--- src/rtl/clkdiv_pkg.sv ---
// Shared types and helpers for the runtime-programmable clock divider controller.
// Optional period counter is enabled by defining CLKDIV_PERIOD_CNT_EN.
package clkdiv_pkg;

    typedef enum logic [1:0] {
        STOP = 2'd0,
        RUN  = 2'd1,
        PEND = 2'd2
    } state_e;

    localparam int CNT_W_DEF = 8;
    localparam int MIN_DIV   = 2;

    // Ratios below MIN_DIV cannot form a period with both a high and a low phase.
    function automatic logic [31:0] clamp_div(input logic [31:0] d);
        if (d < 32'(MIN_DIV)) begin
            clamp_div = 32'(MIN_DIV);
        end else begin
            clamp_div = d;
        end
    endfunction

endpackage

--- src/rtl/clkdiv_counter.sv ---
// Period counter for the divider: runs 0..div-1 and produces the registered
// divided clock (high-biased for odd ratios) plus the period-start strobe.
module clkdiv_counter
    import clkdiv_pkg::*;
#(
    parameter int CNT_W = CNT_W_DEF
) (
    input  logic             clk,
    input  logic             rst,
    input  logic             adv,
    input  logic             load,
    input  logic [CNT_W-1:0] div,
    output logic             wrap,
    output logic             div_clk,
    output logic             div_en
);

    logic [CNT_W-1:0] cnt_r;
    logic             div_clk_r;
    logic             div_en_r;
    logic [CNT_W:0]   cnt_inc_s;
    logic [CNT_W:0]   half_s;

    // One extra bit so div = 2^CNT_W-1 does not overflow the half-period compare.
    assign cnt_inc_s = {1'b0, cnt_r} + {{CNT_W{1'b0}}, 1'b1};
    assign half_s    = ({1'b0, div} + {{CNT_W{1'b0}}, 1'b1}) >> 1;
    assign wrap      = (cnt_inc_s == {1'b0, div});

    assign div_clk = div_clk_r;
    assign div_en  = div_en_r;

    // Counter and output registers; outputs are derived from the next count value.
    always_ff @(posedge clk) begin
        if (rst) begin
            cnt_r     <= '0;
            div_clk_r <= 1'b0;
            div_en_r  <= 1'b0;
        end else if (load) begin
            cnt_r     <= '0;
            div_clk_r <= 1'b1;
            div_en_r  <= 1'b1;
        end else if (adv) begin
            cnt_r     <= cnt_inc_s[CNT_W-1:0];
            div_clk_r <= (cnt_inc_s < half_s);
            div_en_r  <= 1'b0;
        end else begin
            cnt_r     <= '0;
            div_clk_r <= 1'b0;
            div_en_r  <= 1'b0;
        end
    end

endmodule

--- src/rtl/clkdiv_ratio_ctrl.sv ---
// Divider controller: ratio handshake and STOP/RUN/PEND sequencing so that ratio
// changes and stops land on period boundaries. Macro: CLKDIV_PERIOD_CNT_EN.
module clkdiv_ratio_ctrl
    import clkdiv_pkg::*;
#(
    parameter int CNT_W   = CNT_W_DEF,
    parameter int DEF_DIV = 4
) (
    input  logic             clk,
    input  logic             rst,
    input  logic             run,
    input  logic             cfg_valid,
    input  logic [CNT_W-1:0] cfg_div,
    output logic             cfg_ready,
    output logic             div_clk,
    output logic             div_en,
    output logic             busy,
    output logic [CNT_W-1:0] cur_div
`ifdef CLKDIV_PERIOD_CNT_EN
    ,
    output logic [15:0]      period_cnt
`endif
);

    state_e           state_r, state_nxt_s;
    logic [CNT_W-1:0] cur_div_r, cur_div_nxt_s;
    logic [CNT_W-1:0] pend_div_r, pend_div_nxt_s;
    logic [CNT_W-1:0] cfg_div_cl_s;
    logic             cfg_ready_r;
    logic             busy_r;
    logic             hs_s;
    logic             wrap_s;
    logic             adv_s;
    logic             load_s;

    assign hs_s         = cfg_valid && cfg_ready_r;
    assign cfg_div_cl_s = CNT_W'(clamp_div(32'(cfg_div)));

    assign cfg_ready = cfg_ready_r;
    assign busy      = busy_r;
    assign cur_div   = cur_div_r;

    clkdiv_counter #(.CNT_W(CNT_W)) u_counter (
        .clk     (clk),
        .rst     (rst),
        .adv     (adv_s),
        .load    (load_s),
        .div     (cur_div_r),
        .wrap    (wrap_s),
        .div_clk (div_clk),
        .div_en  (div_en)
    );

    // Next-state, ratio update and counter command decode.
    always_comb begin
        state_nxt_s    = state_r;
        cur_div_nxt_s  = cur_div_r;
        pend_div_nxt_s = pend_div_r;
        adv_s          = 1'b0;
        load_s         = 1'b0;
        case (state_r)
            STOP: begin
                if (hs_s) begin
                    cur_div_nxt_s = cfg_div_cl_s;
                end else begin
                    cur_div_nxt_s = cur_div_r;
                end
                if (run) begin
                    state_nxt_s = RUN;
                    load_s      = 1'b1;
                end else begin
                    state_nxt_s = STOP;
                end
            end
            RUN: begin
                if (wrap_s && !run) begin
                    // No period follows, so a ratio accepted here takes effect directly.
                    state_nxt_s = STOP;
                    if (hs_s) begin
                        cur_div_nxt_s = cfg_div_cl_s;
                    end else begin
                        cur_div_nxt_s = cur_div_r;
                    end
                end else begin
                    load_s = wrap_s;
                    adv_s  = !wrap_s;
                    if (hs_s) begin
                        pend_div_nxt_s = cfg_div_cl_s;
                        state_nxt_s    = PEND;
                    end else begin
                        state_nxt_s    = RUN;
                    end
                end
            end
            PEND: begin
                if (wrap_s) begin
                    cur_div_nxt_s = pend_div_r;
                    if (run) begin
                        state_nxt_s = RUN;
                        load_s      = 1'b1;
                    end else begin
                        state_nxt_s = STOP;
                    end
                end else begin
                    adv_s       = 1'b1;
                    state_nxt_s = PEND;
                end
            end
            default: begin
                state_nxt_s = STOP;
            end
        endcase
    end

    // Controller state and registered handshake/status outputs.
    always_ff @(posedge clk) begin
        if (rst) begin
            state_r     <= STOP;
            cur_div_r   <= CNT_W'(DEF_DIV);
            pend_div_r  <= '0;
            cfg_ready_r <= 1'b1;
            busy_r      <= 1'b0;
        end else begin
            state_r     <= state_nxt_s;
            cur_div_r   <= cur_div_nxt_s;
            pend_div_r  <= pend_div_nxt_s;
            cfg_ready_r <= (state_nxt_s != PEND);
            busy_r      <= (state_nxt_s != STOP);
        end
    end

`ifdef CLKDIV_PERIOD_CNT_EN
    logic [15:0] period_cnt_r;

    assign period_cnt = period_cnt_r;

    // Completed-period counter; a new ratio restarts the count.
    always_ff @(posedge clk) begin
        if (rst) begin
            period_cnt_r <= 16'd0;
        end else if (hs_s) begin
            period_cnt_r <= 16'd0;
        end else if ((state_r != STOP) && wrap_s && (period_cnt_r != 16'hFFFF)) begin
            period_cnt_r <= period_cnt_r + 16'd1;
        end else begin
            period_cnt_r <= period_cnt_r;
        end
    end
`endif

endmodule

--- config.mk ---
export PLATFORM = sky130hd
export DESIGN_NAME = clkdiv_ratio_ctrl
export DESIGN_NICKNAME = d
export VERILOG_FILES = /design/src/rtl/clkdiv_pkg.sv /design/src/rtl/clkdiv_counter.sv /design/src/rtl/clkdiv_ratio_ctrl.sv
export SDC_FILE = /design/constraint.sdc
export NUM_CORES = 1
export LEC_CHECK = 0
export ABC_AREA = 1
export CAP_MARGIN = 20
export CORE_MARGIN = 2
export CORE_UTILIZATION = 55
export DETAILED_ROUTE_END_ITERATION = 10
export PLACE_DENSITY = 0.89
export SLEW_MARGIN = 20
export SYNTH_ARGS = -nofsm -noshare
export SYNTH_HDL_FRONTEND = slang
export SYNTH_SLANG_ARGS = --single-unit
--- constraint.sdc ---
create_clock -name clk -period 5.13 [get_ports clk]
set_clock_uncertainty 0.2 [all_clocks]
set_input_delay 1.2825 -clock clk [delete_from_list [all_inputs] [get_ports clk]]
set_output_delay 1.2825 -clock clk [all_outputs]
set_load 0.02 [all_outputs]
---- Word level (Yosys, flattened, before mapping) ----
Index checks and enable logic that the tools add are counted.
storage, ports and cells
  input bits .............................. 12
  output and inout port bits .............. 12
  word-level logic and storage cells ...... 50
  flip-flop bits (word level) ............. 30
cells by class
  order comparisons ....................... 2
  reduce and logical (&&, ||, !) cells .... 10
  bitwise gates (word level) .............. 2
  eq/ne operators ......................... 6
  mux-type cells .......................... 20
  $add $sub $neg .......................... 2
operators with widths
  kind                   number
  $mux W8                4
  $pmux W8 S3            1
  $add A8 B1 Y9 const B  2
  $eq A9 B8 Y1           1
  $lt A9 B8 Y1           1
  $mux W1                9
  $lt A8 B2 Y1 const B   1
  $mux W2                3
  $ne A2 B2 Y1 const B   3
  $pmux W2 S3            1
  $reduce_and A3 Y1      2
  $pmux W1 S3            1
  $reduce_bool A3 Y1     1
  $reduce_or A3 Y1       1
  $eq A2 B1 Y1 const B   1
  $eq A2 B2 Y1 const B   1
  $logic_and A1 B1 Y1    2
  $logic_not A1 Y1       2
  $logic_not A2 Y1       1
  $not A1 Y1             2
  $pmux W1 S2            1
  $reduce_bool A2 Y1     1

---- Logic depth before layout (Yosys ltp) ----
Gate-level depths: netlist of run 1.
  word-level depth ........................ 7
  mapped depth ............................ 17
  gate-level depth less buffers ........... 17

---- Hierarchy ----
A second synthesis of run 1 with hierarchy kept.
second synthesis, totals
  cells, all modules ...................... 282
  area total of the unflattened synthesis .. 1859.3 µm²
modules (own cells, without submodules)
  module             instances  cells each  area each (µm²)  sequential area each (µm²)
  clkdiv_ratio_ctrl  1          140         994.7            400.4
  clkdiv_counter     1          142         864.6            200.2

---- Worst setup path after synthesis of run 1 ----
OpenSTA, ideal clock, no wires.
  kind .................................... input port to flip-flop
  start ................................... input cfg_valid
  end ..................................... register cur_div_r[5] (netlist: cur_div[5])
  data arrival time ....................... 2.046 ns
  path slack .............................. 2.751 ns
  required time ........................... 4.796 ns
  path buffers ............................ 0
  setup time .............................. 0.134 ns
  stages on the path ...................... 7
  cells stage by stage .................... nand2_1 inv_1 o21ai_0 a21oi_4 nand2_2 nand2_1 a21oi_1
between the ends
  cells in the longest elaborated chain, start to end .. 4
ends and longest elaborated chain
  item                     line                      source
  start, declared          clkdiv_ratio_ctrl.sv:12   input logic cfg_valid,
  $logic_and A1 B1 Y1 (*)  clkdiv_ratio_ctrl.sv:36   assign hs_s = cfg_valid && cfg_ready_r;
  $mux W8 (*)              -
  $mux W8                  -
  $pmux W8 S3 (*)          -
  end signal, assigned     clkdiv_ratio_ctrl.sv:119  cur_div_r <= CNT_W'(DEF_DIV);
  end signal, assigned     clkdiv_ratio_ctrl.sv:125  cur_div_r <= cur_div_nxt_s;
  end, declared            clkdiv_ratio_ctrl.sv:26   logic [CNT_W-1:0] cur_div_r, cur_div_nxt_s;
Every way passes the cells marked *; elsewhere a longest branch is shown, timed or not. The select of a mux whose other input is x is not followed.
A chain may end at the register's enable or synchronous reset.

---- Worst setup path after layout of run 1 ----
  start ................................... register cur_div_r[5] (netlist: cur_div[5])
  end ..................................... output cur_div[5]
RTL lines
  item           line                     source
  end, declared  clkdiv_ratio_ctrl.sv:18  output logic [CNT_W-1:0] cur_div
No word-level cell between the ends.

==> impl_results.rst, run 1 <==
.. list-table::
   :header-rows: 1

   * - Metric
     - Value
   * - Die footprint
     - 3980 sq um
   * - CTS tree
     - done
   * - Relative max-transition margin
     - 0.620
   * - Maximum number of pins on one net before global-route repair
     - 15
   * - Status
     - completed
   * - Antenna cells
     - 0
   * - Root cell of the clock tree
     - sky130_fd_sc_hd__clkbuf_4
   * - Effective utilization at floorplan
     - 0.576
   * - DRT iter0 DRCs
     - 107
   * - Final layout net count
     - 330
   * - Number of synthesized register bits
     - 30
   * - Die H
     - approximately 63 microns
   * - First-pass GRT wire length
     - between 7 and 8 mm
   * - Hold depth
     - 2
   * - Initial antenna violation count
     - 0
   * - Final critical-path share of the clock period
     - 0.582
   * - Number of iterations in the first detailed-routing pass
     - 4
   * - Inserted Clock Buffers
     - 5
   * - I/O Pins
     - 24
   * - Drt total wl
     - 3.93 mm
   * - Final min period
     - 2.99 ns
   * - Buffer depth of the longest clock path
     - 2
   * - Post-synthesis instance total
     - between 200 and 300
   * - Total global-route track usage
     - 0.225
   * - Path type of the worst setup path
     - register to primary output
   * - Number of distinct library cells after synthesis
     - 27
   * - Critical path peak fanout
     - 7
   * - Row cnt
     - 21
   * - Commonest cells after routing, fill and taps aside
     - sky130_fd_sc_hd__nand2_1, sky130_fd_sc_hd__inv_1, sky130_fd_sc_hd__dfxtp_1, sky130_fd_sc_hd__nand3_1
   * - Peak supply drop
     - approximately 0.17 mV
   * - Number of endpoints with negative hold slack in the final report
     - 0
   * - Fraction of layout cells with a size suffix above 1
     - 0.138
   * - Sequential fraction of the synthesis area
     - 0.313
   * - Synth warn
     - 0
   * - Critical Path Source
     - cur_div[5]
   * - Post-Syn Area per Cell
     - roughly 7 sq um
   * - Wire per inst
     - 11.2 microns
   * - Crit. End Element
     - primary output
   * - Layout area overhead
     - 17.3%
   * - CP required
     - between 3 and 4 ns
   * - Count of hold-fix buffers inserted at cts
     - 0
   * - Buffers and inverters on the worst path
     - 1
   * - Reg2Reg Setup Slack
     - 2.60 ns
   * - Number of global-route vias before repair
     - 1654
   * - Fillers
     - between 300 and 400
   * - Detail Placement HPWL
     - around 3.1 mm
   * - Via Count
     - approximately 1800
   * - R2R Path Start
     - u_counter.cnt_r[0]
   * - Placeable core region
     - 3340 sq um
   * - Final count of pins violating max slew
     - 0
   * - Cell chain of the critical path
     - clkdlybuf4s50_1
   * - Footprint of the multi-input gates
     - approximately 1200 sq um
   * - Number of buffers inserted by post-CTS setup repair
     - 0
   * - Unrepaired setup endpoints after global routing
     - false
   * - Endpoints failing setup
     - 0
   * - Global-route congestion overflow total
     - 0
   * - Port-buffer cells
     - 23
   * - Skew-Pair Late Insertion Delay
     - 0.32 ns
   * - Gates resized, CTS repair
     - 0
   * - Main flop type after synthesis
     - sky130_fd_sc_hd__dfxtp_1
   * - Dpl cell area
     - 2200 sq um
   * - Endpoint of the most critical setup path
     - cur_div[5]
   * - Logic depth of the worst setup path including buffers
     - 1
   * - Async set-reset flop share out of synthesis
     - 0
   * - CTS H-tree depth
     - 2
   * - Final core occ
     - 0.675
   * - Transition time at the pin with the least slew margin
     - 0.570 ns
   * - Number of design rule violations left after detail routing
     - 0
   * - Post-synthesis instance area
     - 1920 sq um
   * - Area taken by flip-flops and latches
     - between 600 and 700 sq um
   * - Sum of negative setup slack
     - 0 ns
   * - Power density normalized to cell area
     - 257 nW/um^2
   * - Type of the most critical hold path
     - register to register
   * - Reg2reg end
     - cur_div[5]
   * - Leak
     - just over 1 nW
   * - Count of flip-flops with a built-in enable after synthesis
     - 0
   * - Fin area
     - around 2300 sq um
   * - Most common cell after layout, fill and taps aside
     - sky130_fd_sc_hd__nand2_1
   * - Clock edge transition at the registers on the reported setup and hold paths
     - roughly 0.08 ns
   * - Max-Cap Viols
     - 0
   * - Depth of the worst register-to-register path
     - 16
   * - Horizontal die dimension
     - 63.1 microns
   * - Critical Path Max Stage Delay
     - 0.67 ns
   * - Crit path DAT
     - 1.50 ns
   * - Worst path top cell family by delay
     - buffers and inverters
   * - Maximum operating frequency
     - between 300 and 400 MHz
   * - Number of vias per cell
     - slightly above 5
   * - Type of element launching the critical path
     - register
   * - Clock sinks
     - 30
   * - Syn Nets
     - 302
   * - Placer Congestion
     - between 0.8 and 0.9
   * - Post-route antenna net violation count
     - 0
   * - Cell type of the slowest stage on the worst timing path
     - sky130_fd_sc_hd__clkdlybuf4s50_1
[registers in the layout (all words and copies together) (netlist names)]
name	count
cur_div	8
pend_div_r	8
u_counter.cnt_r	8
state_r	2
busy	1
cfg_ready	1
u_counter.div_clk	1
u_counter.div_en	1
[metal layers]
metal,global-route usage,routed length (microns),vias up
met5,0,0,-
met4,0.106,111,0
met3,0.0429,130,12
met2,0.375,1880,35
met1,0.280,1810,782
li1,-,-,936
[power breakdown]
group	switching (mW)	internal, mW	total, mW	leakage [nW]
Combinational	0.0995	0.0727	0.172	0.752
Clock	0.0706	0.0616	0.132	0.0302
Sequential	0.0208	0.254	0.275	0.245
Total	0.191	0.388	0.579	1.03
[kinds of logic (layout without fill, tap and decap cells)]
family | Yosys count | count (layout) | synth area share
and+or+nand+nor | 155 | 155 | 0.380
adders and majority gates | 13 | 13 | 0.0847
xor gates and xnor gates | 6 | 6 | 0.0274
AOI/OAI and AO/OA | 27 | 27 | 0.0821
buffers and inverters | 40 | 67 | 0.0782
muxes | 6 | 6 | 0.0352
DFF | 30 | 30 | 0.313
[cell type report]
type,instances,share of cell area
Inverter,38,0.0633
Timing Repair Buffer,23,0.102
Tap cell,46,0.0256
Sequential cell,30,0.267
Clock buffer,6,0.0228
Multi-Input combinational cell,207,0.519
[stage by stage]
| stage | cells | setup WS, ns | total power, mW | hold WS (ns) |
|---|---|---|---|---|
| global placement | 344 | 2.11 | 0.446 | 0.256 |
| detailed placement | 344 | 2.08 | 0.451 | 0.270 |
| finish | 350 | 2.14 | 0.579 | 0.290 |
| CTS | 350 | 2.12 | 0.584 | 0.291 |
| floorplan | 277 | 2.75 | 0.393 | 0.249 |
| global route | 350 | 2.08 | 0.619 | 0.313 |
[Yosys cell counts, types with 4 or more instances]
library cell              instances  area, sq um
sky130_fd_sc_hd__a21oi_1         13         65.1
sky130_fd_sc_hd__xor2_1           5         43.8
sky130_fd_sc_hd__o21ai_0          9         45.0
sky130_fd_sc_hd__dfxtp_1         30          601
sky130_fd_sc_hd__nor3_1           4         20.0
sky130_fd_sc_hd__nand2_2          8         50.1
sky130_fd_sc_hd__nor2_1          23         86.3
sky130_fd_sc_hd__inv_2            4         15.0
sky130_fd_sc_hd__ha_1            13          163
sky130_fd_sc_hd__mux2_2           6         67.6
sky130_fd_sc_hd__nand2_1         71          267
sky130_fd_sc_hd__inv_1           33          124
sky130_fd_sc_hd__nor2_2          12         75.1
sky130_fd_sc_hd__nand3_1         28          140
[worst min-delay path, stage by stage, from the launching register on]
cell,delay [ns]
sky130_fd_sc_hd__dfxtp_1,0.31
sky130_fd_sc_hd__nor2_1,0.09
sky130_fd_sc_hd__nor2_1,0.05
[worst min path at each step]
stage | start | slack, ns | to
floorplan | pend_div_r[2] | 0.25 | pend_div_r[2]
global placement | pend_div_r[7] | 0.26 | pend_div_r[7]
detailed placement | pend_div_r[4] | 0.27 | pend_div_r[4]
CTS | pend_div_r[4] | 0.29 | pend_div_r[4]
global route | pend_div_r[3] | 0.31 | pend_div_r[3]
finish | pend_div_r[2] | 0.29 | pend_div_r[2]
No activity file was read; power rests on OpenSTA's default activity.
==> run 2, diff against run 1 <==
Settings changed: CORE_UTILIZATION 55 to 50, PLACE_DENSITY 0.89 to 0.86.
Clock period 5.13 ns to 2.4 ns, I/O delays scaled along.
==> impl_results.rst, run 2 (same netlist as run 1, synthesis figures left out) <==
.. list-table::
   :header-rows: 1

   * - Metric
     - Value
   * - Final core occ
     - 0.648 (-0.0267)
   * - Final critical-path share of the clock period
     - 0.939
   * - Path type of the worst setup path
     - register to primary output
   * - Dpl cell area
     - 2260 sq um (+2.8%)
   * - Endpoints failing setup
     - 0 (unchanged)
   * - Number of iterations in the first detailed-routing pass
     - 4 (unchanged)
   * - Status
     - completed
   * - Final count of pins violating max slew
     - 0 (unchanged)
   * - Maximum number of pins on one net before global-route repair
     - 11 (-4)
   * - Layout area overhead
     - 24.5%
   * - Crit path DAT
     - 1.45 ns (-0.05 ns)
   * - Inserted Clock Buffers
     - 5 (unchanged)
   * - DRT iter0 DRCs
     - 65 (-39%)
   * - Number of buffers inserted by post-CTS setup repair
     - 0 (unchanged)
   * - Final layout net count
     - 338 (+2.4%)
   * - Power density normalized to cell area
     - 592 nW/um^2 (+130%)
   * - Critical path peak fanout
     - 7 (unchanged)
   * - Count of non-filler cells in the finished layout
     - 362 (+3.4%)
   * - Crit. End Element
     - primary output
   * - Min-delay src
     - pend_div_r[1]
   * - R2R Path Start
     - cur_div[0]
   * - Die H
     - 66.0 microns (+4.6%)
   * - Fin area
     - 2390 sq um (+6.2%)
   * - Fraction of layout cells with a size suffix above 1
     - 0.182 (+0.0434)
   * - Die footprint
     - 4350 sq um (+9.3%)
   * - Number of vias per cell
     - 5.02 (-0.47%)
   * - Skew-Pair Late Insertion Delay
     - 0.29 ns (-0.03 ns)
   * - Maximum operating frequency
     - ~440 MHz
   * - Effective utilization at floorplan
     - 0.521 (-0.0549)
   * - Wire per inst
     - 11.5 microns (+2.8%)
   * - Hold depth
     - 2 (unchanged)
   * - Sum of negative setup slack
     - 0 ns (unchanged)
   * - Antenna cells
     - 0 (unchanged)
   * - I/O Pins
     - 24 (unchanged)
   * - Total global-route track usage
     - 0.221 (-0.00387)
   * - Initial antenna violation count
     - 0 (unchanged)
   * - Port-buffer cells
     - 23 (unchanged)
   * - Max-Cap Viols
     - 0 (unchanged)
   * - Worst path top cell family by delay
     - buffers and inverters
   * - Peak supply drop
     - 0.374 mV (+120%)
   * - Footprint of the multi-input gates
     - 1200 sq um (+2.4%)
   * - Drt total wl
     - 4.18 mm (+6.3%)
   * - Number of endpoints with negative hold slack in the final report
     - 0 (unchanged)
   * - Reg2reg end
     - u_counter.div_clk
   * - Leak
     - 1.09 nW (+5.8%)
   * - Detail Placement HPWL
     - 3.29 mm (+7.2%)
   * - Final min period
     - 2.25 ns
   * - Cell chain of the critical path
     - clkdlybuf4s50_1
   * - Type of the most critical hold path
     - register to register
   * - Horizontal die dimension
     - 66.0 microns (+4.6%)
   * - Placer Congestion
     - 0.846 (-0.72%)
   * - Buffer depth of the longest clock path
     - 2 (unchanged)
   * - Reg2Reg Setup Slack
     - 0.17 ns (-2.43 ns)
   * - Worst hold margin
     - 0.288 ns (-0.00224 ns)
   * - Post-route antenna net violation count
     - 0 (unchanged)
   * - Most common cell after layout, fill and taps aside
     - sky130_fd_sc_hd__nand2_1
   * - Buffers and inverters on the worst path
     - 1 (unchanged)
   * - Clock sinks
     - 30 (unchanged)
   * - First-pass GRT wire length
     - 7.31 mm (+2.1%)
   * - Clock edge transition at the registers on the reported setup and hold paths
     - 0.07 ns (about the same)
   * - CP required
     - 1.60 ns (-2.05 ns)
   * - Critical Path Max Stage Delay
     - 0.66 ns (about the same)
   * - Depth of the worst register-to-register path
     - 12 (-4)
   * - Number of design rule violations left after detail routing
     - 0 (unchanged)
   * - Via Count
     - 1817 (+2.9%)
   * - Number of global-route vias before repair
     - 1736 (+5.0%)
   * - CTS tree
     - done
   * - Transition time at the pin with the least slew margin
     - 0.368 ns (-0.202 ns)
   * - Relative max-transition margin
     - 0.752 (+0.133)
   * - CTS H-tree depth
     - 2 (unchanged)
   * - Unrepaired setup endpoints after global routing
     - false
   * - Global-route congestion overflow total
     - 0 (unchanged)
   * - Commonest cells after routing, fill and taps aside
     - sky130_fd_sc_hd__nand2_1, sky130_fd_sc_hd__inv_1, sky130_fd_sc_hd__nand3_1, sky130_fd_sc_hd__dfxtp_1, sky130_fd_sc_hd__clkdlybuf4s50_1
   * - Placeable core region
     - 3690 sq um (+11%)
   * - Type of element launching the critical path
     - register
   * - Root cell of the clock tree
     - sky130_fd_sc_hd__clkbuf_8
   * - Worst hold path endpoint
     - pend_div_r[1]
   * - Row cnt
     - 22 (+4.8%)
   * - Fillers
     - 332 (+8.1%)
   * - Cell type of the slowest stage on the worst timing path
     - sky130_fd_sc_hd__clkdlybuf4s50_1
   * - Dpl cells
     - 354 (+2.9%)
   * - Area taken by flip-flops and latches
     - 603 sq um (+0.42%)
==> run 2: cell count changes in the layout (fill, tap and decap cells not counted), sizes merged <==
cell	delta
buf	+8
clkinv	+1
clkinvlp	+1
==> run 2: area by class of cell <==
cell class / instances / share of cell area
multi-input combinational: 207 / 0.501
tap: 48 / 0.0251
sequential: 30 / 0.252
timing repair buffer: 31 / 0.121
clock buffer: 6 / 0.0345
inverter: 38 / 0.0607
clock inverter: 2 / 0.00523
==> run 2: worst max-delay path by stage <==
stage                        from                end  slack (ns)  cells after the start
3_3_place_gp           cfg_div[7]         cur_div[1]        0.14                      6
3_5_place_dp   u_counter.cnt_r[1]         cur_div[2]        0.07                     16
6_report               cur_div[5]         cur_div[5]        0.15                      1
4_1_cts        u_counter.cnt_r[1]         cur_div[4]        0.05                     16
2_1_floorplan          cur_div[0]  u_counter.div_clk        0.20                     13
5_1_grt                cur_div[0]  u_counter.div_clk        0.01                     12
==> run 2: power breakdown <==
part | leakage (nW) | internal (mW) | switching, mW
combinational | 0.793 | 0.175 | 0.230
sequential | 0.246 | 0.543 | 0.0341
clock | 0.0472 | 0.230 | 0.203
total | 1.09 | 0.948 | 0.467
==> run 2: metal layers <==
layer	global-route usage	up-vias	wire length [microns]
met5	0	-	0
li1	-	961	-
met3	0.0596	7	165
met4	0.110	0	74
met1	0.252	818	1850
met2	0.380	31	2090
==> run 2: what timing repair did <==
item,in CTS,in global routing
endpoints found under the setup margin,0,29
hold buffers,0,0
resized for setup,0,9
==> run 2: metrics by stage <==
step | worst slack, ns | power [mW]
5_1_grt | 0.00957 | 1.50
3_3_place_gp | 0.142 | 0.973
3_5_place_dp | 0.0733 | 0.983
2_1_floorplan | 0.199 | 0.841
6_report | 0.147 | 1.42
4_1_cts | 0.0529 | 1.41
